**config.mk**
```make
export PLATFORM = sky130hd
export DESIGN_NAME = render_sequencer
export DESIGN_NICKNAME = d
export VERILOG_FILES = /design/src/rtl/render_sequencer_pkg.sv /design/src/rtl/render_sequencer_raster_counter.sv /design/src/rtl/render_sequencer.sv
export SDC_FILE = /design/constraint.sdc
export NUM_CORES = 1
export LEC_CHECK = 0
export CAP_MARGIN = 40
export CORE_ASPECT_RATIO = 0.9
export CORE_MARGIN = 4
export CORE_UTILIZATION = 40
export DETAILED_ROUTE_END_ITERATION = 8
export PLACE_DENSITY = 0.72
export SETUP_SLACK_MARGIN = 0.15
export SKIP_CTS_REPAIR_TIMING = 1
export SLEW_MARGIN = 5
export SYNTH_ARGS = -nofsm -noshare
export SYNTH_HDL_FRONTEND = slang
export SYNTH_HIERARCHICAL = 1
export SYNTH_SLANG_ARGS = --single-unit
```
**constraint.sdc**
```tcl
create_clock -name clk -period 6.8 [get_ports clk]
set_clock_uncertainty 0.05 [all_clocks]
set_input_delay 0.68 -clock clk [delete_from_list [all_inputs] [get_ports clk]]
set_output_delay 0.68 -clock clk [all_outputs]
set_load 0.01 [all_outputs]
```
**src/rtl/render_sequencer_pkg.sv**
```systemverilog
// Shared definitions for the frame render sequencer: default geometry,
// coordinate/colour widths and the sequencer state encoding.
package render_sequencer_pkg;

  localparam int H_ACTIVE_DEF = 320;
  localparam int V_ACTIVE_DEF = 240;
  localparam int COORD_W      = 9;
  localparam int RGB_W        = 16;

  typedef logic [COORD_W-1:0] coord_t;
  typedef logic [RGB_W-1:0]   rgb_t;

  typedef enum logic [2:0] {
    ST_IDLE,
    ST_LATCH,
    ST_SCAN,
    ST_DRAIN,
    ST_DONE
  } state_t;

endpackage

```
**src/rtl/render_sequencer_raster_counter.sv**
```systemverilog
// Raster-order x/y scan counter. x wraps at H_ACTIVE-1 and bumps y; the
// counter parks on the last pixel of the frame until cleared.
module raster_counter
  import render_sequencer_pkg::*;
#(
  parameter int H_ACTIVE = H_ACTIVE_DEF,
  parameter int V_ACTIVE = V_ACTIVE_DEF
) (
  input  logic   clk,
  input  logic   rst_n,
  input  logic   inc,
  input  logic   clr,
  output coord_t x,
  output coord_t y,
  output logic   at_last
);

  localparam coord_t X_LAST = coord_t'(H_ACTIVE - 1);
  localparam coord_t Y_LAST = coord_t'(V_ACTIVE - 1);

  assign at_last = (x == X_LAST) && (y == Y_LAST);

  // Advance in raster order on inc; clear has priority; hold on the last pixel.
  always_ff @(posedge clk or negedge rst_n) begin
    if (!rst_n) begin
      x <= '0;
      y <= '0;
    end else if (clr) begin
      x <= '0;
      y <= '0;
    end else if (inc && !at_last) begin
      if (x == X_LAST) begin
        x <= '0;
        y <= y + 1'b1;
      end else begin
        x <= x + 1'b1;
      end
    end
  end

endmodule

```
**src/rtl/render_sequencer.sv**
```systemverilog
// Frame sequencer: latches object positions once per frame, scans the
// renderer in raster order and streams registered pixels over valid/ready.
module render_sequencer
  import render_sequencer_pkg::*;
#(
  parameter int H_ACTIVE   = H_ACTIVE_DEF,
  parameter int V_ACTIVE   = V_ACTIVE_DEF,
  parameter bit CONTINUOUS = 1'b0
) (
  input  logic   clk,
  input  logic   rst_n,
  input  logic   start,
  input  coord_t ball_x_in,
  input  coord_t ball_y_in,
  input  coord_t paddle_1_y_in,
  input  coord_t paddle_2_y_in,
  output coord_t ball_x,
  output coord_t ball_y,
  output coord_t paddle_1_y,
  output coord_t paddle_2_y,
  output coord_t pixel_x,
  output coord_t pixel_y,
  input  rgb_t   pixel_rgb,
  output rgb_t   px_data,
  output logic   px_valid,
  input  logic   px_ready,
  output logic   px_last,
  output logic   busy,
  output logic   frame_done
);

  state_t state, state_next;
  logic   load, accept, cnt_inc, cnt_clr, at_last;

  // A new pixel may be registered whenever the output slot is empty or draining.
  assign load   = !px_valid || px_ready;
  assign accept = px_valid && px_ready;

  assign busy       = (state != ST_IDLE);
  assign frame_done = (state == ST_DONE);

  raster_counter #(
    .H_ACTIVE (H_ACTIVE),
    .V_ACTIVE (V_ACTIVE)
  ) u_counter (
    .clk     (clk),
    .rst_n   (rst_n),
    .inc     (cnt_inc),
    .clr     (cnt_clr),
    .x       (pixel_x),
    .y       (pixel_y),
    .at_last (at_last)
  );

  // State register.
  always_ff @(posedge clk or negedge rst_n) begin
    if (!rst_n) state <= ST_IDLE;
    else        state <= state_next;
  end

  // Next-state logic and counter control.
  always_comb begin
    state_next = state;
    cnt_inc    = 1'b0;
    cnt_clr    = 1'b0;
    case (state)
      ST_IDLE: begin
        if (start) state_next = ST_LATCH;
      end
      ST_LATCH: begin
        cnt_clr    = 1'b1;
        state_next = ST_SCAN;
      end
      ST_SCAN: begin
        if (load) begin
          cnt_inc = 1'b1;
          if (at_last) state_next = ST_DRAIN;
        end
      end
      ST_DRAIN: begin
        if (accept) begin
          cnt_clr    = 1'b1;
          state_next = ST_DONE;
        end
      end
      ST_DONE: begin
        cnt_clr    = 1'b1;
        state_next = CONTINUOUS ? ST_LATCH : ST_IDLE;
      end
      default: state_next = ST_IDLE;
    endcase
  end

  // Position latches: the renderer sees objects frozen for the whole frame.
  always_ff @(posedge clk or negedge rst_n) begin
    if (!rst_n) begin
      ball_x     <= '0;
      ball_y     <= '0;
      paddle_1_y <= '0;
      paddle_2_y <= '0;
    end else if (state == ST_LATCH) begin
      ball_x     <= ball_x_in;
      ball_y     <= ball_y_in;
      paddle_1_y <= paddle_1_y_in;
      paddle_2_y <= paddle_2_y_in;
    end
  end

  // Output pixel register; contents hold while a beat is stalled.
  always_ff @(posedge clk or negedge rst_n) begin
    if (!rst_n) begin
      px_data  <= '0;
      px_valid <= 1'b0;
      px_last  <= 1'b0;
    end else begin
      case (state)
        ST_SCAN: begin
          if (load) begin
            px_data  <= pixel_rgb;
            px_valid <= 1'b1;
            px_last  <= at_last;
          end
        end
        ST_DRAIN: begin
          if (accept) begin
            px_valid <= 1'b0;
            px_last  <= 1'b0;
          end
        end
        default: ;
      endcase
    end
  end

endmodule
```
**Word level (Yosys, flattened, before mapping)**

Cells that the tools add are included.

- Add/subtract/negate cells: 2
- Equal/unequal tests: 10
- Mux-type cells: 20
- Reductions and logical operators: 16

Operators by type and width:

| kind | count |
|---|---|
| 2-to-1 mux 9 bit | 6 |
| adder 9 x 1 -> 9 bit (second input constant) | 2 |
| 2-to-1 mux 3 bit | 4 |
| case mux 3 bit (4 select lines) | 1 |
| equality test 9 x 8 -> 1 bit (second input constant) | 1 |
| equality test 9 bit (second input constant) | 1 |
| != test 2 bit (second input constant) | 4 |
| equality test 3 x 2 -> 1 bit (second input constant) | 2 |
| 2-to-1 mux 1 bit | 6 |
| case mux 1 bit (2 select lines) | 3 |
| nonzero test 2 bit | 3 |
| AND reduction 2 bit | 2 |
| AND reduction 4 bit | 1 |
| equality test 3 x 1 -> 1 bit (second input constant) | 1 |
| equality test 3 bit (second input constant) | 1 |
| logical AND 1 bit | 3 |
| logical NOT 3 bit | 1 |
| AND reduction 3 bit | 1 |
| nonzero test 3 bit | 1 |
| logical NOT 1 bit | 2 |
| OR reduction 2 bit | 1 |
| logical OR 1 bit | 1 |

- Bits in registers: 75
- Input bits: 56
- Output and inout port bits: 74
- Word-level logic and storage cells: 58

**Depth between registers and ports, before layout**

Gate-level depths: netlist of run 1.

- Depth in word-level cells: 7
- Mapped depth: 10

**Cells and area by module**

The synthesis of run 1 kept the hierarchy.

By module, submodules not included:

| module | times used | cells an instance | area each (sq um) | seq. area each (sq um) |
|---|---|---|---|---|
| render_sequencer | 1 | 139 | 2,217.1 | 1,426.4 |
| raster_counter | 1 | 117 | 1,076.0 | 450.4 |

**Least setup slack after synthesis of run 1**

OpenSTA, ideal clock, no wires.

- Path kind: input-to-reg
- Start: in px_ready
- End: reg u_counter.y[5]
- Arrival: 2.531 ns
- Data required time: 6.672 ns
- Setup slack: 4.141 ns
- Stages on the path: 9
- Buffers on the path: 3
- Cell sequence: nand2b_1 and2_1 buf_4 buf_6 nand4_2 or4_4 buf_6 or4_1 a21oi_1

- Word-level cells in the longest chain between the ends: 6
- Elaborated cells on any way between the ends: 11
- Those cells by class: mux (5); reduce/logical (6)

Ends and longest elaborated chain:

| element | RTL line | RTL |
|---|---|---|
| start, declared | render_sequencer.sv:26 | `input logic px_ready,` |
| logical OR 1 bit | render_sequencer.sv:36 | `assign load = !px_valid \|\| px_ready;` |
| 2-to-1 mux 1 bit | render_sequencer.sv:75 | `if (load) begin` |
| 2-to-1 mux 1 bit | render_sequencer.sv:66 | `case (state)` |
| net cnt_inc | render_sequencer.sv:33 | `logic load, accept, cnt_inc, cnt_clr, at_last;` |
| logical AND 1 bit | render_sequencer_raster_counter.sv:31 | `end else if (inc && !at_last) begin` |
| nonzero test 2 bit (no source line) | - |  |
| AND reduction 2 bit (no source line) | - |  |
| end signal, assigned | render_sequencer_raster_counter.sv:34 | `y <= y + 1'b1;` |
| end, declared | render_sequencer_raster_counter.sv:14 | `output coord_t y,` |

The timed path passes the listed nets, and every way through them passes these cells.
A chain may end at the register's enable or synchronous reset.

**Worst setup path in the final report of run 1**

- Start: in px_ready
- End: reg u_counter.y[4]

- Word-level cells in the longest chain between the ends: 6
- Elaborated cells on any way between the ends: 11
- Those cells by class: mux (5); reduce/logical (6)

Ends and longest elaborated chain:

| element | RTL line |
|---|---|
| logical OR 1 bit | render_sequencer.sv:36 |
| 2-to-1 mux 1 bit | render_sequencer.sv:75 |
| 2-to-1 mux 1 bit | render_sequencer.sv:66 |
| logical AND 1 bit | render_sequencer_raster_counter.sv:31 |
| nonzero test 2 bit (no source line) | - |
| AND reduction 2 bit (no source line) | - |

Parallel ways exist; a longest one is shown, timed or not.

==> summary.md, run 1 <==
| Metric | Value |
|---|---|
| Most frequent cell after synthesis | `dfrtp_1` |
| Leak pwr | `2.08 nW` |
| Critical path type | `primary input to register` |
| DR DRC count | `0` |
| Worst Setup EP | `u_counter/y[4]$_DFFE_PN0P_` |
| Num CTS Buffers | `9` |
| Post-placement cell count | `476` |
| Initial DRC count | `61` |
| # IOs | `130` |
| Core area | `8030 um^2` |
| Critical Path AT | `3230 ps` |
| Post-Syn Nets | `314` |
| Final GP Congestion | `0.800` |
| CP required | `7010 ps` |
| Top FF cell, synth | `dfrtp_1` |
| Seq/Total Area, Yosys | `0.570` |
| Die ar. | `9750 um^2` |
| Crit. End Element | `register` |
| Peak supply drop | `0.135 mV` |
| R2R Path Start | `state[0]$_DFFE_PN0P_` |
| Fill cell count | `666` |
| Slowest CP cell | `or4_4` |
| ANT cells | `0` |
| CP Cell Sequence | `clkdlybuf4s50_1 > nand2b_1 > and2_1 > nand4_2 > or4_4 > or4_1 > a21oi_1` |
| Top-area cell type share of the netlist area | `0.570` |
| Post-Syn Area | `3290 um^2` |
| Num rows | `31` |
| Dpl hpwl | `5720 um` |
| Asr flop ratio synth | `1.00` |
| Max_slew headroom | `0.636` |
| Flops & latches, synth | `75` |
| Clock Tree Buf Depth | `2` |
| TNS Setup | `0 ps` |
| Grt ovf | `0` |
| Post-Syn Area per Cell | `12.9 um^2` |
| Initial Util | `0.410` |
| Tightest Pin Transition | `541 ps` |
| Routed WL | `7900 um` |
| Slew Limit Fails | `0` |
| Die height | `94.1 um` |
| Worst r2r path cells | `6` |
| Initial antenna violation count | `0` |
| Worst setup margin | `3790 ps` |
| Clk pin slew, worst setup/hold paths | `80 ps` |
| Drt wl/cell | `16.0 um` |
| R2r endpoint | `u_counter/y[4]$_DFFE_PN0P_` |
| Syn Inst Count | `256` |
| Netlist cell types | `49` |
| Register-to-register setup slack | `4080 ps` |
| Cell area after layout | `4870 um^2` |
| Post-synth EDFFs | `0` |
| Cell Area, Placed | `4700 um^2` |
| Multi-input gate area | `1320 um^2` |
| Nets | `447` |
| Area Growth Syn to Fin | `47.9%` |
| I/O Buffers | `129` |
| Max_cap viols | `0` |
| Fin crit share | `0.443` |
| H-tree Lvls | `3` |
| Clock sink count | `75` |
| First-pass GRT wire length | `13100 um` |
| Top area cells in the synthesized netlist | `dfrtp_1 57%, mux2_2 15%, mux2_1 2.7%` |
| Critical Path Max Stage Delay | `530 ps` |
| Fin. Hold Viols | `0` |
| Share of layout cells above drive strength 1 | `0.185` |
| Total power | `0.977 mW` |
| Fmax | `332 MHz` |
| Total global-route track usage | `0.166` |
| Unrepaired setup endpoints after global routing | `no` |
| Crit Path Max Fanout | `12` |
| Chip width | `104 um` |
| Detailed Routing Iterations Pass 1 | `4` |
| Setup violators final | `0` |
| Post-synth top area cell | `dfrtp_1` |
| Final min period | `3010 ps` |
| Via count | `2554` |
| Critical Path Start Type | `primary input` |
| Beginning of the critical path | `px_ready` |
| Pre-CTS setup slack | `3470 ps` |
| Post-synth top cells | `75 x dfrtp_1, 45 x mux2_2, 11 x a21oi_1` |
| Pwr/cell area | `201 nW/um^2` |
| Post-route antenna net violation count | `0` |
| Yosys Warn Count | `6` |
| Vias in the first global route | `2701` |
| Root Driver | `clkbuf_8` |
| Status | `finished, final reports clean` |
| Reg area | `1880 um^2` |
| Vias/cell | `5.18` |
| Worst hold-check path type | `primary input to async pin` |
| Non-Filler Instances | `493` |
| Worst-skew pair later-pin latency | `330 ps` |
| CTS tree | `built` |
| Pin count of the biggest net entering global routing | `46` |
[sequential cells by signal (all words and copies together), names as in the netlist]
name,count
u_counter/x,9
ball_x,9
px_valid,1
u_counter/y,9
px_data,16
paddle_1_y,9
paddle_2_y,9
ball_y,9
px_last,1
state,3
[stage by stage]
step	hold slack, ps	util
after floorplan	334	-
after global placement	419	0.577
after detailed placement	425	0.585
after CTS	226	0.606
after global routing	233	0.607
final	223	0.607
[cells by family (layout without fill, tap and decap cells)]
kind of cell / after synthesis / in the layout / share of synthesized area
simple gates: 72 / 72 / 0.133
mux: 53 / 53 / 0.181
buf+inv: 17 / 155 / 0.0293
flops: 75 / 75 / 0.570
compound gates: 33 / 33 / 0.0684
fa+ha+maj: 2 / 2 / 0.00760
xor+xnor: 4 / 4 / 0.0106
[cells in the final DEF, fill, tap and decap left out, drive strengths merged, types with 5 or more instances in the layout]
master and count:
nand4 6, and2 5, nand2 9, clkdlybuf4s50 128, a21oi 11, mux2 53, and3 5, inv 6
nor2 11, clkbuf 11, buf 5, dfrtp 75, nand3 8
[how the worst min path moves through the flow]
stage	start	endpoint	slack, ps	depth (start not counted)
final	rst_n	ball_y[4]$_DFFE_PN0P_	220	1
after global routing	rst_n	ball_y[4]$_DFFE_PN0P_	230	1
after CTS	rst_n	paddle_2_y[8]$_DFFE_PN0P_	230	1
after detailed placement	px_data[12]$_DFFE_PN0P_	px_data[12]$_DFFE_PN0P_	430	1
after global placement	px_data[8]$_DFFE_PN0P_	px_data[8]$_DFFE_PN0P_	420	1
after floorplan	rst_n	ball_x[0]$_DFFE_PN0P_	330	0
[worst max-delay path, delay by kind of cell]
family                 cells  cell delay, ps
AOI/OAI and AO/OA          1             160
buffers and inverters      1             520
and+or+nand+nor            5            1870
[report_power, final]
| group | total [mW] | switching, mW | internal, mW |
|---|---|---|---|
| sequential | 0.506 | 0.0329 | 0.473 |
| combinational | 0.175 | 0.0694 | 0.106 |
| clock | 0.296 | 0.163 | 0.133 |
| total | 0.977 | 0.266 | 0.711 |
[cell type report]
cell class	count	area share
sequential	75	0.385
timing repair buffer	134	0.280
multi-input combinational	164	0.271
clock buffer	10	0.0262
tap	99	0.0254
clock inverter	6	0.00822
inverter	5	0.00385
[per-layer routing]
layer,global-route usage,part of all wire
met5,0,0
met4,0.0509,0.0099
met3,0.0619,0.073
met2,0.275,0.47
met1,0.202,0.45
Power figures use the tool's default switching activity.
==> run 2, diff against run 1 <==
clock period = 2.9 ns   (was 6.8 ns; I/O delays follow)
==> run 2 against run 1 <==
  * Count of clock-buffer cells in the layout stayed put
  * Sequential cell count is the same
  * Cell count up 0.41%
  * Worst setup slack worse by 3300 ps
  * Largest cell class unchanged
==> summary.md, run 2 (same netlist as run 1, synthesis figures left out) <==
| Metric | Value |
|---|---|
| Status | `finished, final reports clean` |
| # IOs | `130 (unchanged)` |
| Fin crit share | `0.829` |
| Post-route antenna net violation count | `0 (unchanged)` |
| Routed WL | `7900 um (unchanged)` |
| Final Util | `0.609 (+0.00203)` |
| Leak pwr | `2.09 nW (+0.39%)` |
| Cell area after layout | `4890 um^2 (+0.33%)` |
| Via count | `2543 (-0.43%)` |
| CTS tree | `built` |
| Global routing usage on met3 | `0.0639 (+0.00206)` |
| Critical Path Start Type | `register` |
| Fmax | `416 MHz` |
| Combinational cell fraction of total power | `0.171 (-0.008)` |
| Core area | `8030 um^2 (unchanged)` |
| Most common cell after layout, fill and taps aside | `clkdlybuf4s50_1` |
| Sequential share of power | `0.499 (-0.019)` |
| Commonest non-fill, non-tap cells in the layout | `128 x clkdlybuf4s50_1, 75 x dfrtp_1, 45 x mux2_2` |
| Root Driver | `clkbuf_8` |
| Worst-skew pair later-pin latency | `340 ps (about the same)` |
| Fin. Hold Viols | `0 (unchanged)` |
| Clock sink count | `75 (unchanged)` |
| Most flop-heavy register | `px_data` |
| Pin count of the biggest net entering global routing | `42 (-8.7%)` |
| Detailed Routing Iterations Pass 1 | `4 (unchanged)` |
| Critical path type | `register to register` |
| Slew Limit Fails | `0 (unchanged)` |
| Setup violators final | `0 (unchanged)` |
| Int Power | `1.75 mW (+150%)` |
| Global-route met2 utilization | `0.263 (-0.0125)` |
| Most used routing layer | `met2` |
| Clk pin slew, worst setup/hold paths | `80 ps (about the same)` |
| WHS | `399 ps (+176 ps)` |
| Slowest CP cell | `or4_4` |
| Num rows | `31 (unchanged)` |
| NetSw | `0.627 mW (+140%)` |
| Routing usage on met1 | `0.222 (+0.0192)` |
| Num CTS Buffers | `9 (unchanged)` |
| TNS Setup | `0 ps (unchanged)` |
| Worst hold-check path type | `primary input to async pin` |
| Clock Tree Buf Depth | `2 (unchanged)` |
| Total global-route track usage | `0.168 (+0.00238)` |
| Sw Ratio | `0.263 (-0.00858)` |
| Initial antenna violation count | `0 (unchanged)` |
| Nets | `449 (+0.45%)` |
| Drt wl/cell | `16.0 um (-0.40%)` |
| Tightest Pin Transition | `450 ps (-91.2 ps)` |
| Total power | `2.38 mW (+140%)` |
| Final min period | `2410 ps` |
| ANT cells | `0 (unchanged)` |
| Die height | `94.1 um (unchanged)` |
| Vias in the first global route | `2581 (-4.4%)` |
| Unrepaired setup endpoints after global routing | `no` |
| Clk pwr share | `0.329 (+0.026)` |
| Vias/cell | `5.14 (-0.83%)` |
| CP required | `3110 ps (-3900 ps)` |
| Max_slew headroom | `0.700 (+0.0641)` |
| Dpl hpwl | `5660 um (-1.2%)` |
| Final GP Congestion | `0.823 (+2.8%)` |
| Critical Path AT | `2610 ps (-620 ps)` |
| Critical Path Max Stage Delay | `530 ps (about the same)` |
| I/O Buffers | `129 (unchanged)` |
| Cell Area, Placed | `4690 um^2 (-0.27%)` |
| Chip width | `104 um (unchanged)` |
| Peak supply drop | `0.389 mV (+190%)` |
| CP Cell Sequence | `nor3b_2 > and2_1 > nand4_2 > or4_4 > or4_1 > a21oi_1` |
| Area Growth Syn to Fin | `48.4%` |
| First-pass GRT wire length | `13200 um (+1.4%)` |
| Crit. End Element | `register` |
| Max reg flops | `16 (unchanged)` |
| Grt ovf | `0 (unchanged)` |
| Pwr/cell area | `487 nW/um^2 (+140%)` |
| DR DRC count | `0 (unchanged)` |
| Initial Util | `0.410 (unchanged)` |
| H-tree Lvls | `3 (unchanged)` |
| Share of layout cells above drive strength 1 | `0.187 (+0.00159)` |
| Die ar. | `9750 um^2 (unchanged)` |
| Crit Path Max Fanout | `12 (unchanged)` |
| Initial DRC count | `152 (+150%)` |
| Max_cap viols | `0 (unchanged)` |
==> run 2: final timing paths <==
| path | from | end | slack [ps] | depth (start not counted) |
|---|---|---|---|---|
| max in group asynchronous | rst_n | u_counter/x[4]$_DFFE_PN0P_ | 1830 | 3 |
| setup reg to reg | state[0]$_DFFE_PN0P_ | u_counter/y[4]$_DFFE_PN0P_ | 490 | 6 |
| min in group clk | px_data[12]$_DFFE_PN0P_ | px_data[12]$_DFFE_PN0P_ | 440 | 1 |
| setup / recovery | state[0]$_DFFE_PN0P_ | u_counter/y[4]$_DFFE_PN0P_ | 490 | 6 |
| hold reg to reg | px_data[12]$_DFFE_PN0P_ | px_data[12]$_DFFE_PN0P_ | 440 | 1 |
| hold / removal | rst_n | ball_y[4]$_DFFE_PN0P_ | 400 | 2 |
==> run 2: power by group through the flow <==
| stage | registers, mW | clock network (mW) | logic, mW |
|---|---|---|---|
| 2_1_floorplan | 1.22 | 0 | 0.129 |
| 3_3_place_gp | 1.21 | 0 | 0.401 |
| 3_5_place_dp | 1.21 | 0 | 0.408 |
| 4_1_cts | 1.19 | 0.822 | 0.412 |
| 5_1_grt | 1.20 | 0.874 | 0.446 |
| 6_report | 1.19 | 0.784 | 0.408 |
==> run 2: through the flow <==
step	instances	setup slack [ps]
after floorplan	256	321
after global placement	477	318
after detailed placement	478	247
after CTS	494	486
after global routing	495	325
final	495	495
==> run 2: critical path, delay by kind of cell, from the launching register on <==
| kind | cells | cell delay [ps] |
|---|---|---|
| AO/OA/AOI/OAI | 1 | 180 |
| flip-flops | 1 | 470 |
| AND/OR/NAND/NOR | 5 | 1630 |
==> run 2: layout make-up <==
| class | count | area, um^2 |
|---|---|---|
| sequential | 75 | 1880 |
| fill | 664 | 3140 |
| inverter | 5 | 18.8 |
| clock inverter | 6 | 63.8 |
| tap | 99 | 124 |
| multi-input combinational | 164 | 1320 |
| timing repair buffer | 136 | 1360 |
| clock buffer | 10 | 128 |
==> run 2: routing by layer <==
layer | up-vias | wire, um
met5 | - | 0
met4 | 0 | 24
met3 | 2 | 512
met2 | 90 | 3700
met1 | 1242 | 3660
li1 | 1209 | -
